<file path="src/rtl/fp_mult_param.sv">
// fp_mult_param: sequential floating-point multiplier with round-to-nearest-even and IEEE flags
// Ports:
//   clk        rising-edge clock
//   reset      asynchronous active-low reset
//   start      request, sampled only while idle
//   A, B       operands {sign, exp, frac}, captured on the accepting edge
//   C          result, held until the next done
//   busy       high from acceptance until the edge that raises done
//   done       one-cycle pulse marking a valid result and flags
//   overflow, underflow, invalid, inexact   exception flags, updated with done
module fp_mult_param #(
    parameter int EXP_W = 8,
    parameter int MAN_W = 23
) (
    input  logic                   clk,
    input  logic                   reset,
    input  logic                   start,
    input  logic [EXP_W+MAN_W:0]   A,
    input  logic [EXP_W+MAN_W:0]   B,
    output logic [EXP_W+MAN_W:0]   C,
    output logic                   busy,
    output logic                   done,
    output logic                   overflow,
    output logic                   underflow,
    output logic                   invalid,
    output logic                   inexact
);
    localparam int W    = 1 + EXP_W + MAN_W;
    localparam int N    = MAN_W + 1;
    localparam int EW   = EXP_W + 2;
    localparam int CW   = $clog2(N + 1);
    localparam int BIAS = 2 ** (EXP_W - 1) - 1;
    localparam logic signed [EW-1:0] EMAX = EW'(2 ** EXP_W - 1);
    localparam logic [W-1:0] QNAN = {1'b0, {EXP_W{1'b1}}, 1'b1, {(MAN_W-1){1'b0}}};

    typedef enum logic [2:0] {IDLE, UNPACK, MULT, NORM, ROUND, EXC} state_t;

    state_t                 state;
    logic [W-1:0]           a, b;
    logic                   sign;
    logic signed [EW-1:0]   e;
    logic [2*N-1:0]         p;
    logic [N-1:0]           mq;
    logic [CW-1:0]          cnt;
    logic [MAN_W-1:0]       frac;
    logic                   g, s;

    logic [EXP_W-1:0]       ea, eb;
    logic [MAN_W-1:0]       fa, fb;
    logic                   a_zero, b_zero, a_inf, b_inf, a_nan, b_nan;
    logic [N:0]             sum;
    logic                   inc;
    logic [MAN_W:0]         rsum;
    logic signed [EW-1:0]   e_r;

    always_comb begin
        ea     = a[W-2:MAN_W];
        eb     = b[W-2:MAN_W];
        fa     = a[MAN_W-1:0];
        fb     = b[MAN_W-1:0];
        a_zero = ea == '0;
        b_zero = eb == '0;
        a_inf  = &ea && fa == '0;
        b_inf  = &eb && fb == '0;
        a_nan  = &ea && fa != '0;
        b_nan  = &eb && fb != '0;
        sum    = {1'b0, p[2*N-1:N]} + (mq[0] ? {2'b01, fa} : '0);
        inc    = g & (s | frac[0]);
        // The hidden bit is always 1 here, so a carry out of the fraction
        // means the significand rolled over to 10.0: fraction becomes 0, e+1.
        rsum   = {1'b0, frac} + {{MAN_W{1'b0}}, inc};
        e_r    = e + $signed({{(EW-1){1'b0}}, rsum[MAN_W]});
    end

    always_ff @(posedge clk or negedge reset) begin
        if (!reset) begin
            state     <= IDLE;
            a         <= '0;
            b         <= '0;
            sign      <= 1'b0;
            e         <= '0;
            p         <= '0;
            mq        <= '0;
            cnt       <= '0;
            frac      <= '0;
            g         <= 1'b0;
            s         <= 1'b0;
            C         <= '0;
            busy      <= 1'b0;
            done      <= 1'b0;
            overflow  <= 1'b0;
            underflow <= 1'b0;
            invalid   <= 1'b0;
            inexact   <= 1'b0;
        end else begin
            done <= 1'b0;
            case (state)
                IDLE: if (start) begin
                    a     <= A;
                    b     <= B;
                    busy  <= 1'b1;
                    state <= UNPACK;
                end
                UNPACK: begin
                    sign  <= a[W-1] ^ b[W-1];
                    e     <= EW'({2'b00, ea}) + EW'({2'b00, eb}) - EW'(BIAS);
                    p     <= '0;
                    mq    <= {1'b1, fb};
                    cnt   <= '0;
                    state <= (a_zero || b_zero || &ea || &eb) ? EXC : MULT;
                end
                MULT: begin
                    p     <= {sum, p[N-1:1]};
                    mq    <= mq >> 1;
                    cnt   <= cnt + CW'(1);
                    state <= cnt == CW'(MAN_W) ? NORM : MULT;
                end
                NORM: begin
                    frac  <= p[2*N-1] ? p[2*N-2:N] : p[2*N-3:N-1];
                    g     <= p[2*N-1] ? p[N-1] : p[N-2];
                    s     <= p[2*N-1] ? |p[N-2:0] : |p[N-3:0];
                    e     <= p[2*N-1] ? e + EW'(1) : e;
                    state <= ROUND;
                end
                ROUND: begin
                    overflow  <= e_r >= EMAX;
                    underflow <= e_r < EMAX && e_r <= 0;
                    invalid   <= 1'b0;
                    inexact   <= g | s | e_r >= EMAX | e_r <= 0;
                    C         <= e_r >= EMAX ? {sign, {EXP_W{1'b1}}, {MAN_W{1'b0}}} :
                                 e_r <= 0    ? {sign, {(W-1){1'b0}}} :
                                               {sign, e_r[EXP_W-1:0], rsum[MAN_W-1:0]};
                    done      <= 1'b1;
                    busy      <= 1'b0;
                    state     <= IDLE;
                end
                EXC: begin
                    overflow  <= 1'b0;
                    underflow <= 1'b0;
                    inexact   <= 1'b0;
                    invalid   <= !(a_nan || b_nan) && ((a_inf && b_zero) || (b_inf && a_zero));
                    C         <= (a_nan || b_nan) || (a_inf && b_zero) || (b_inf && a_zero) ? QNAN :
                                 (a_inf || b_inf) ? {sign, {EXP_W{1'b1}}, {MAN_W{1'b0}}} :
                                                    {sign, {(W-1){1'b0}}};
                    done      <= 1'b1;
                    busy      <= 1'b0;
                    state     <= IDLE;
                end
                default: state <= IDLE;
            endcase
        end
    end
endmodule

</file>
<file path="config.mk">
export PLATFORM = sky130hd
export DESIGN_NAME = fp_mult_param
export DESIGN_NICKNAME = d
export VERILOG_FILES = /design/src/rtl/fp_mult_param.sv
export SDC_FILE = /design/constraint.sdc
export NUM_CORES = 1
export LEC_CHECK = 0
export ABC_AREA = 1
export CAP_MARGIN = 0
export CORE_MARGIN = 4
export CORE_UTILIZATION = 30
export CTS_CLUSTER_DIAMETER = 40
export DETAILED_ROUTE_END_ITERATION = 12
export SETUP_SLACK_MARGIN = 0.02
export SLEW_MARGIN = 20
export SYNTH_ARGS = -nofsm -noshare
export SYNTH_HDL_FRONTEND = slang
export SYNTH_SLANG_ARGS = --single-unit
</file>
<file path="constraint.sdc">
create_clock -name clk -period 3.5 [get_ports clk]
set_input_delay 0.875 -clock clk [delete_from_list [all_inputs] [get_ports clk]]
set_output_delay 0.875 -clock clk [all_outputs]
set_load 0.02 [all_outputs]
</file>
# Word-level counts from Yosys, hierarchy flattened
# Index checks and enable logic that the tools add are counted.
# W data, S select, Z words.
totals:
  ff_bits: 218
  input_bits: 67
  out_inout_bits: 38
  elab_cells: 103
op_classes:
  addsub: 7
  eq_ne: 8
  mux: 25
  reduce_logical: 36
  bitwise_logic: 6
  n_lt_le_gt_ge: 3
ops:
  columns: ["operator", "count"]
  rows:
  - ["$pmux W48 S2", 1]
  - ["$mux W31", 3]
  - ["$pmux W32 S2", 1]
  - ["$pmux W24 S2", 1]
  - ["$logic_not A23 Y1", 2]
  - ["$reduce_bool A23 Y1", 2]
  - ["$mux W32", 1]
  - ["$add A24 B24 Y25", 1]
  - ["$add A23 B1 Y24", 1]
  - ["$mux W24", 1]
  - ["$mux W23", 1]
  - ["$reduce_or A23 Y1", 1]
  - ["$reduce_or A22 Y1", 1]
  - ["$pmux W10 S2", 1]
  - ["$logic_not A8 Y1", 2]
  - ["$reduce_and A8 Y1", 2]
  - ["$pmux W3 S4", 1]
  - ["$add A10 B2 Y10", 1]
  - ["$add A10 B2 Y10 const B", 1]
  - ["$ge A10 B9 Y1 const B", 1]
  - ["$le A10 B1 Y1 const B", 1]
  - ["$lt A10 B9 Y1 const B", 1]
  - ["$mux W10", 1]
  - ["$pmux W1 S2", 5]
  - ["21 further kinds", 51]

# Longest topological paths before layout
# Gate-level depths: netlist of run 1.
logic_depth:
  depth_word: 8
  depth_mapped: 24
  depth_no_buf: 23

# Worst setup path before layout of run 1
# OpenSTA, ideal clock, no wires.
synth_timing:
  kind: "reg-to-reg"
  startpoint: "reg frac[0]"
  endpoint: "reg C[9]"
  synth_period_minus_slack_ns: 2.978
  required_ns: 3.383
  path_stages_with_launch: 22
  arrival_time_ns: 2.860
  setup_ns: 0.117
  path_buffers: 1
  slack_ns: 0.522
  cell_sequence: "dfrtp_1 inv_1 a21oi_1 ha_1 nand4_1 nor2_1 nand4_1 nor2_1 nand4_1 nor2_1 ha_1 ha_1 or2_2 nor2_1 nand3_1 nor2_1 nand3_4 nand2_4 nor2_8 buf_8 nand3_1 nand2_1"
synth_via:
  elab_chain_cells: 8
  elab_cells_between_ends: 9
synth_rtl:
  columns: ["element", "line", "rtl"]
  rows:
  - ["start, declared", "45", "logic [MAN_W-1:0] frac;"]
  - ["start signal, assigned", "119", "frac <= p[2*N-1] ? p[2*N-2:N] : p[2*N-3:N-1];"]
  - ["$or A1 B1 Y1", "68", "inc = g & (s | frac[0]);"]
  - ["$and A1 B1 Y1", "68", null]
  - ["$add A23 B1 Y24 (*)", "71", "rsum = {1'b0, frac} + {{MAN_W{1'b0}}, inc};"]
  - ["$add A10 B2 Y10", "72", "e_r = e + $signed({{(EW-1){1'b0}}, rsum[MAN_W]});"]
  - ["$le A10 B1 Y1", "131", "e_r <= 0 ? {sign, {(W-1){1'b0}}} :"]
  - ["$mux W31", "131", null]
  - ["$mux W31 (*)", "130", "C <= e_r >= EMAX ? {sign, {EXP_W{1'b1}}, {MAN_W{1'b0}}} :"]
  - ["$pmux W32 S2 (*)", "97", "case (state)"]
  - ["end signal, assigned", "130", null]
  - ["end signal, assigned", "142", "C <= (a_nan || b_nan) || (a_inf && b_zero) || (b_inf && a_zero) ? QNAN :"]
  - ["end, declared", "20", "output logic [EXP_W+MAN_W:0] C,"]
# Every way passes the cells marked *; elsewhere a longest branch is shown, timed or not.
# A chain may end at the register's enable or synchronous reset.

# Final worst setup path of run 1
layout_timing:
  startpoint: "reg frac[0]"
  endpoint: "reg C[6]"
# The elaborated chain is that of the path after synthesis.

==> run metrics, run 1 <==
crit path time final around 3.3 ns; Pwr Total 13.21 mW; commonest non-fill, non-tap cell in the layout nand2_1; Clock Tree Root clkbuf_16; Setup Viol. Count Final 0; Antenna Nets Post-Route 0; crit path capture C[6]; Initial DRT Pass Iterations 5; drt drc 0; VDD IR max approximately 0.00055 V; Row Count 73; Placed Cells incl. Taps around 2200; Cell Area, Synth between 10000 and 15000 um2; die height around 210 um; Post-Synthesis Cells roughly 1600; Clock Tree Buf Depth 3; GPL Wtd Cong around 0.87; Reg-to-Reg Start frac[0]; Pleak roughly 7.1 nW; initial antenna violation count 0; ys flop type dfrtp_1; initial core utilization between 30% and 40%; Hold WC Path Type input pin to asynchronous set/reset pin; TritonCTS clock tree done; Max transition margin 41.97%; clock transition at the registers of the reported paths around 0.060 ns; vias in the first global route about 11000; Max Fclk between 300 and 400 MHz; cts hold-fix bufs 0; # H-tree levels 2; register area share after synthesis around 45%; Mapped Nets 1716; HPWL after DPL roughly 25 mm; Top Ports roughly 110; total wire length 33.77 mm; ys async rst share between 90% and 100%; # port buffers ~100; critical path class flip-flop to flip-flop; Final WS setup about 0.22 ns; Slew @ Worst Pin around 0.86 ns; Finished Cell Area 15100 um2; die width 209.1 um; violation count after the first detailed-routing iteration between 700 and 800; largest net degree at the start of global routing 71; DR vias ~11000; Slew Limit Fails 0; Post-synth EDFFs 0; vias per inst 4.773; part of the cycle the worst path needs between 90% and 100%; pre-CTS setup slack approximately 0.090 ns; die area roughly 44000 um2; DR WL/cell 14.92 um; P&R area growth vs syn 24.40%; fin nets ~1800; core box area about 40000 um2; Syn Area/Cell around 7.6 um2; CP endpoint kind flip-flop; clock sink count around 220; Netlist cell types 50; CTS Buf Count 36; Pwr Density just under 900 nW/um2; status finished clean; RSZ-0062 raised after global routing yes; Total GRT Usage ~15%; CP required 3.91 ns; reg-to-reg slack, setup ~0.22 ns; final hold vios 0; ant diodes 0; commonest cells after routing, fill and taps aside 465 x nand2_1, 218 x dfrtp_1, 199 x inv_1, 135 x nor2_1, 116 x o21ai_0; Synth Warn # 0; global-route wire length before repair 55.27 mm; Reg2Reg Depth 20; max-cap violations 0; share of post-route cells with drive strength above 1 approximately 7.4%; total grt overflow 0; crit path launch type flip-flop; R2R Path End C[6]; Layout Skew 0.03137 ns; crit path DAT 3.69 ns; Worst-Skew Late Latency 0.52 ns; placed inst area approximately 14000 um2; Post-Layout Cell Count about 2300; crit path launch frac[0]; #FFs+latches synth 218; crit path max fanout 8; Layout fillers around 4200
## cells in the mapped netlist (all sizes together) (2+ instances only)
master	n	area share [%]
dfrtp	218	45
nor2	149	4.9
o22ai	27	1.4
and2	3	0.15
o21ai	127	5.2
a21oi	51	2.1
clkinv	2	0.062
nor3	17	0.74
or2	6	0.31
a22oi	4	0.25
nor4	3	0.15
o31ai	5	0.31
a31oi	16	0.82
nand4	42	2.2
xor2	12	0.87
o21bai	2	0.12
o211ai	39	2.4
nand3	86	3.7
buf	16	0.86
nand2	471	15
fa	2	0.33
o21a	2	0.12
a22o	2	0.14
ha	45	4.6
clkbuf	35	1.1
inv	205	6.3
xnor2	6	0.43
## where the power goes
| group | total (mW) | switching (mW) | internal [mW] |
|---|---|---|---|
| Clock | 3.42 | 1.26 | 2.16 |
| Combinational | 5.40 | 3.43 | 1.97 |
| Sequential | 4.39 | 0.842 | 3.55 |
| Total | 13.2 | 5.53 | 7.67 |
## routing by layer
metal	GRT usage [%]	part of all wire, %	up-vias
met1	22.31	49	5048
met5	0	0	-
met4	3.105	1.6	0
met2	23.67	44	233
li1	-	-	5488
met3	2.477	4.9	38
## timing repair
item / 4_1_cts / 5_1_grt
endpoints found under the setup margin: 0 / 31
setup buffers: 0 / 4
resized for setup: 0 / 21
## cell families (layout without fill, tap and decap cells)
logic type | Yosys count | count (layout) | synth area share (%)
XOR/XNOR | 18 | 18 | 1.299
buffers and inverters | 259 | 394 | 8.412
flip-flops | 218 | 218 | 44.94
adder cells (fa/ha/maj) | 47 | 47 | 4.969
AND/OR/NAND/NOR | 781 | 783 | 27.14
AO/OA/AOI/OAI | 279 | 279 | 13.24
## metrics by stage
step           hold slack (ns)  util [%]  setup TNS [ns]
5_1_grt                 0.3285     37.92        -0.01014
2_1_floorplan           0.4530         -               0
3_3_place_gp            0.4661     34.56               0
4_1_cts                 0.2932     37.53               0
6_report                0.3007     37.92               0
3_5_place_dp            0.4676     34.56               0
## flip-flops by register name (all words and copies together), names as in the netlist, 3 cells and up
register and cells:
a 32, frac 23, cnt 5, b 32, state 3, e 10, mq 24, p 48
C 32
## worst min path at each step
| stage | from | endpoint | slack (ns) | depth (start not counted) |
|---|---|---|---|---|
| 6_report | reset | a[11] | 0.30 | 1 |
| 5_1_grt | reset | p[46] | 0.33 | 1 |
| 4_1_cts | reset | p[46] | 0.29 | 1 |
| 3_5_place_dp | C[19] | C[19] | 0.47 | 2 |
| 3_3_place_gp | C[12] | C[12] | 0.47 | 2 |
| 2_1_floorplan | sign | sign | 0.45 | 2 |
## critical path: stages (launching register included)
cell and delay (ns):
dfrtp_1 0.35, inv_1 0.06, a21oi_2 0.14, ha_2 0.21
nand4_1 0.16, nor2_2 0.18, nand4_1 0.10, nor2_1 0.14
nand4_1 0.10, nor2_2 0.17, ha_4 0.18, ha_4 0.20
or2_2 0.28, nor2_2 0.12, nand3_2 0.07, nor2_2 0.15
nand3_4 0.17, nand2_8 0.16, nor2_4 0.08, nand3_1 0.10
nand2_1 0.05
## final cells by class
class | count | area [um2] | area share (%)
clock buffer | 46 | 1020 | 6.753
clock inverter | 17 | 163.9 | 1.086
inverter | 207 | 779.5 | 5.162
multi-input combinational | 1127 | 5783 | 38.30
sequential | 218 | 5455 | 36.13
tap | 525 | 656.9 | 4.350
timing repair buffer | 124 | 1241 | 8.220
No activity file was read; power rests on OpenSTA's default activity.
==> run 2: changes to the inputs <==
CORE_UTILIZATION = 47   (was 30)
PLACE_DENSITY = 0.67   (was not set)
==> run metrics, run 2 (same netlist as run 1, synthesis figures left out) <==
status finished clean; total wire length 30.16 mm (-11%); Pleak 7.094 nW (about the same); TritonCTS clock tree done; crit path time final 3.335 ns (+0.05456 ns); VDD IR max 0.0004778 V (-13%); # H-tree levels 2 (unchanged); reg-to-reg slack, setup 0.16 ns (-0.05 ns); Setup Viol. Count Final 0 (unchanged); placed inst area 13490 um2 (-2.0%); Worst-Skew Late Latency 0.52 ns (about the same); Pwr Total 13.00 mW (-1.6%); setup_tns 0 ns (unchanged); largest net degree at the start of global routing 122 (+72%); final hold vios 0 (unchanged); area taken by multi-input logic gates 5896 um2 (+1.9%); Finished Cell Area 14920 um2 (-1.2%); Slew Limit Fails 0 (unchanged); vias in the first global route 10130 (-4.5%); DR WL/cell 14.57 um (-2.3%); vias per inst 5.157 (+8.0%); die width 168.7 um (-19%); DR vias 10670 (-1.2%); Initial DRT Pass Iterations 7 (+2); violation count after the first detailed-routing iteration 845 (+11%); Layout Skew 0.01134 ns (-0.02003 ns); part of the cycle the worst path needs 95.29% (+1.6 points); fin nets 1829 (+0.055%); RSZ-0062 raised after global routing yes; max FFs per register 48 (unchanged); Clock Tree Buf Depth 3 (unchanged); Row Count 58 (-21%); GPL Wtd Cong 0.9365 (+7.8%); core box area 25330 um2 (-36%); commonest cells after routing, fill and taps aside 458 x nand2_1, 218 x dfrtp_1, 196 x inv_1, 135 x nor2_1, 116 x o21ai_0; CTS Buf Count 34 (-5.6%); Post-Layout Cell Count 2070 (-8.6%); commonest non-fill, non-tap cell in the layout nand2_1; initial core utilization 47.93% (+17 points); CP required 3.90 ns (about the same); Max transition margin 47.74% (+5.8 points); HPWL after DPL 21.47 mm (-15%); crit path launch type flip-flop; max-cap violations 0 (unchanged); Max Fclk 299.8 MHz (-1.6%); Slew @ Worst Pin 0.7827 ns (-0.08107 ns); # port buffers 104 (unchanged); Clock Tree Root clkbuf_16; Pwr Density 870.7 nW/um2 (-0.45%); Slowest cell on crit path dfrtp_1; Reg-to-Reg Start s; crit path DAT 3.73 ns (+0.04 ns); die height 168.7 um (-19%); share of post-route cells with drive strength above 1 8.621% (+1.2 points); CP endpoint kind flip-flop; drt drc 0 (unchanged); crit path max fanout 11 (+3); Reg2Reg Depth 22 (+10%); ant diodes 0 (unchanged); critical path class flip-flop to flip-flop; critical-path cell list inv_2 -> a21oi_2 -> ha_2 -> nand4_1 -> nor2_2 -> nand4_1 -> nor2_1 -> nand4_1 -> nor2_2 -> ha_2 -> ha_4 -> nand2_4 -> nor2_4 -> nand2_2 -> nand2_2 -> nand2_2 -> nand2_1 -> nand2_2 -> inv_1 -> nand2_4 -> inv_1 -> o21ai_0; Placed Cells incl. Taps 1998 (-9.0%); clock sink count 218 (unchanged); largest reg by FF count p; slowest cell delay on critical path 0.36 ns (about the same); Top Ports 105 (unchanged); P&R area growth vs syn 22.96%; Layout fillers 2295 (-46%); Hold WC Path Type input pin to asynchronous set/reset pin; global-route wire length before repair 50.16 mm (-9.2%); total grt overflow 0 (unchanged); Util after Layout 58.93% (+21 points); die area 28460 um2 (-35%); Antenna Nets Post-Route 0 (unchanged); CP most frequent cell nand2_2; Reg area 5455 um2 (unchanged); initial antenna violation count 0 (unchanged); clock transition at the registers of the reported paths 0.05 ns (about the same); Total GRT Usage 21.05% (+5.9 points); crit path launch s
## run 2: changes by cell type in the layout (fill, tap and decap cells not counted), moves of 5 or more
cell     before  now
nand2_2       4    9
nand2_1     465  458
nand3_2       7   16
nand3_1      78   69
## run 2: repair_timing
action / 4_1_cts / 5_1_grt
setup endpoints to repair: 1 / 33
resized for setup: 1 / 48
buffers inserted: 0 / 8
gates cloned: 0 / 3
pin swaps: 0 / 24
hold buffers: 0 / 0
## run 2: final cells by class
class | count | area share, %
Multi-Input combinational cell | 1128 | 39.50
Timing Repair Buffer | 126 | 8.467
Clock buffer | 39 | 5.961
Tap cell | 330 | 2.767
Sequential cell | 218 | 36.55
Clock inverter | 22 | 1.509
Inverter | 207 | 5.240
## run 2: final timing paths
path	endpoint
worst max-delay path	C[18]
worst min-delay path	C[19]
worst max register to register	C[18]
worst min register to register	C[14]
max in group asynchronous	mq[14]
min in group clk	C[14]
## run 2: routing by layer
layer  wire length (um)  vias to the layer above  GRT usage (%)
li1                   -                     5490              -
met1              14720                     4862          31.54
met2              13130                      271          31.89
met3               1638                       51          3.503
met4                672                        0          5.469
met5                  0                        -              0
## run 2: where the power goes
| part | internal (mW) | total, mW | switching [mW] |
|---|---|---|---|
| registers | 3.54 | 4.33 | 0.789 |
| logic | 2.00 | 5.42 | 3.42 |
| clock network | 1.96 | 3.24 | 1.29 |
## run 2: stage by stage
stage,setup slack [ns],hold slack [ns]
after detailed placement,0.1116,0.4671
after CTS,0.07559,0.4464
after floorplan,0.5224,0.4530
final,0.1647,0.4116
after global routing,-0.06825,0.4775
after global placement,0.2152,0.4640
## run 2: critical path, delay by kind of cell (launching register included)
kind,cells,cell delay [ns]
AND/OR/NAND/NOR,14,1.62
adder cells (fa/ha/maj),3,0.65
buffers and inverters,3,0.38
flip-flops,1,0.36
AO/OA/AOI/OAI,2,0.21
==> run 3: changes to the inputs <==
PLACE_DENSITY = 0.7   (was 0.67)
SKIP_LAST_GASP = 1   (was not set)
==> run metrics, run 3 (same netlist as run 1, synthesis figures left out) <==
status finished clean; GR Layer Usage met3 3.316% (-0.19 points); drt drc 0 (unchanged); Max Fclk 299.8 MHz (about the same); GPL Wtd Cong 0.9170 (-2.1%); Clock Tree Root clkbuf_16; sw power 5.477 mW (-0.37%); Pwr Density 876.6 nW/um2 (+0.67%); violation count after the first detailed-routing iteration 822 (-2.7%); DR vias 10770 (+0.88%); Reg power frac 33.3% (about the same); vias in the first global route 10280 (+1.4%); # H-tree levels 2 (unchanged); clock transition at the registers of the reported paths 0.05 ns (about the same); Hold WC Path Type input pin to asynchronous set/reset pin; combinational share of power 41.1% (-0.6 points); reg-to-reg slack, setup 0.16 ns (about the same); P&R area growth vs syn 22.38%; Int Pwr 7.544 mW (+0.62%); largest reg by FF count p; total grt overflow 0 (unchanged); crit path capture C[12]; crit path launch frac[0]; Finished Cell Area 14850 um2 (-0.47%); die width 168.7 um (unchanged); Max transition margin 48.11% (+0.37 points); # port buffers 104 (unchanged); Total GRT Usage 20.93% (-0.13 points); Pleak 7.081 nW (-0.18%); Row Count 58 (unchanged); crit path time final 3.336 ns (+0.0002350 ns); share of post-route cells with drive strength above 1 8.209% (-0.41 points); Clock Tree Buf Depth 3 (unchanged); Top Ports 105 (unchanged); clock sink count 218 (unchanged); Antenna Nets Post-Route 0 (unchanged); commonest cells after routing, fill and taps aside 464 x nand2_1, 218 x dfrtp_1, 197 x inv_1, 137 x nor2_1, 116 x o21ai_0; vias per inst 5.197 (+0.78%); crit path max fanout 8 (-3); CTS Buf Count 35 (+2.9%); Util after Layout 58.65% (-0.28 points); met2 Use GR 31.89% (unchanged); commonest non-fill, non-tap cell in the layout nand2_1; initial antenna violation count 0 (unchanged); largest net degree at the start of global routing 85 (-30%); initial core utilization 47.93% (unchanged); total wire length 30.16 mm (about the same); Setup Viol. Count Final 0 (unchanged); VDD IR max 0.0004372 V (-8.5%); CP endpoint kind flip-flop; core box area 25330 um2 (unchanged); Reg2Reg Depth 21 (-4.5%); Reg-to-Reg Start frac[0]; Reg area 5455 um2 (unchanged); Initial DRT Pass Iterations 5 (-2); fin nets 1830 (+0.055%); CP required 3.90 ns (about the same); DR WL/cell 14.55 um (-0.13%); ant diodes 0 (unchanged); max FFs per register 48 (unchanged); met1 Use GR 31.20% (-0.35 points); Layout Skew 0.01499 ns (+0.003645 ns); Slew Limit Fails 0 (unchanged); worst hold slack 0.3994 ns (-0.01224 ns); area taken by multi-input logic gates 5823 um2 (-1.2%); die area 28460 um2 (unchanged); placed inst area 13500 um2 (about the same); crit path launch type flip-flop; Clock power frac 25.5% (+0.6 points); global-route wire length before repair 50.05 mm (-0.22%); Slew @ Worst Pin 0.7773 ns (-0.005491 ns); Switching Share 42.07% (-0.24 points); HPWL after DPL 21.94 mm (+2.2%); critical path class flip-flop to flip-flop; part of the cycle the worst path needs 95.30% (about the same); die height 168.7 um (unchanged); final hold vios 0 (unchanged); TritonCTS clock tree done; Worst-Skew Late Latency 0.52 ns (about the same); GR peak layer met2; R2R Path End C[12]; Layout fillers 2360 (+2.8%); max-cap violations 0 (unchanged); crit path DAT 3.74 ns (about the same)
[run 3: cell types whose count changed in the layout (fill, tap and decap cells not counted), moves of 2 or more]
cell,before,now
nand2_1,458,464
buf_4,17,21
nand2_2,9,5
nor2_4,6,3
buf_12,4,2
clkinv_2,5,7
clkinv_4,6,4
clkinvlp_4,4,2
nand2_4,3,1
nor2_1,135,137
[run 3: worst min path at each step]
| stage | startpoint | to | slack (ns) | cells past startpoint |
|---|---|---|---|---|
| 6_report | reset | frac[3] | 0.40 | 1 |
| 3_3_place_gp | C[6] | C[6] | 0.46 | 2 |
| 2_1_floorplan | sign | sign | 0.45 | 2 |
| 3_5_place_dp | overflow | overflow | 0.47 | 2 |
| 5_1_grt | reset | frac[3] | 0.48 | 1 |
| 4_1_cts | reset | frac[3] | 0.44 | 1 |
[run 3: power by group through the flow]
| stage | logic (mW) | clock network [mW] | registers (mW) |
|---|---|---|---|
| after floorplan | 3.59 | 0 | 4.37 |
| after global placement | 5.16 | 0 | 4.32 |
| after detailed placement | 5.23 | 0 | 4.36 |
| after CTS | 5.27 | 3.40 | 4.33 |
| after global routing | 6.10 | 3.50 | 4.49 |
| final | 5.35 | 3.33 | 4.34 |
[run 3: cell type report]
cell class	instances	area share, %
clock inverters	22	1.432
multi-input cells	1127	39.20
inverters	207	5.248
repair buffers	127	8.364
flip-flops and latches	218	36.73
well taps	330	2.780
clock buffers	41	6.250
[run 3: through the flow]
stage / power [mW] / setup TNS (ns) / setup WS, ns / instances
floorplan: 7.952 / 0 / 0.5224 / 1602
global placement: 9.479 / 0 / 0.1678 / 2001
detailed placement: 9.590 / 0 / 0.03250 / 2001
CTS: 12.99 / 0 / 0.07548 / 2064
global route: 14.10 / -0.2056 / -0.03540 / 2072
finish: 13.02 / 0 / 0.1645 / 2072
[run 3: timing repair]
action                     CTS  global route
hold buffers                 0             0
gates resized for setup      1            30
cloned                       0             2
buffers inserted             0             6
pin swaps                    0            12
setup endpoints to repair    2            31
[run 3: critical path, cell delays in order, from the launching register on]
cell,delay (ns)
dfrtp_1,0.35
inv_2,0.05
a21oi_2,0.14
ha_2,0.20
nand4_1,0.16
nor2_2,0.17
nand4_1,0.09
nor2_1,0.12
nand4_1,0.11
nor2_2,0.21
ha_2,0.26
ha_4,0.22
or2_4,0.22
nor2_1,0.08
nand3_1,0.08
nor2_2,0.16
nand3_4,0.15
nand2_8,0.15
nor2_4,0.04
buf_12,0.16
nand3_2,0.05
nand2_1,0.05
[run 3: routing by layer]
metal | wire, um | vias to the layer above
met5 | 0 | -
met4 | 684 | 0
met3 | 1685 | 53
met2 | 13110 | 282
met1 | 14670 | 4942
li1 | - | 5491
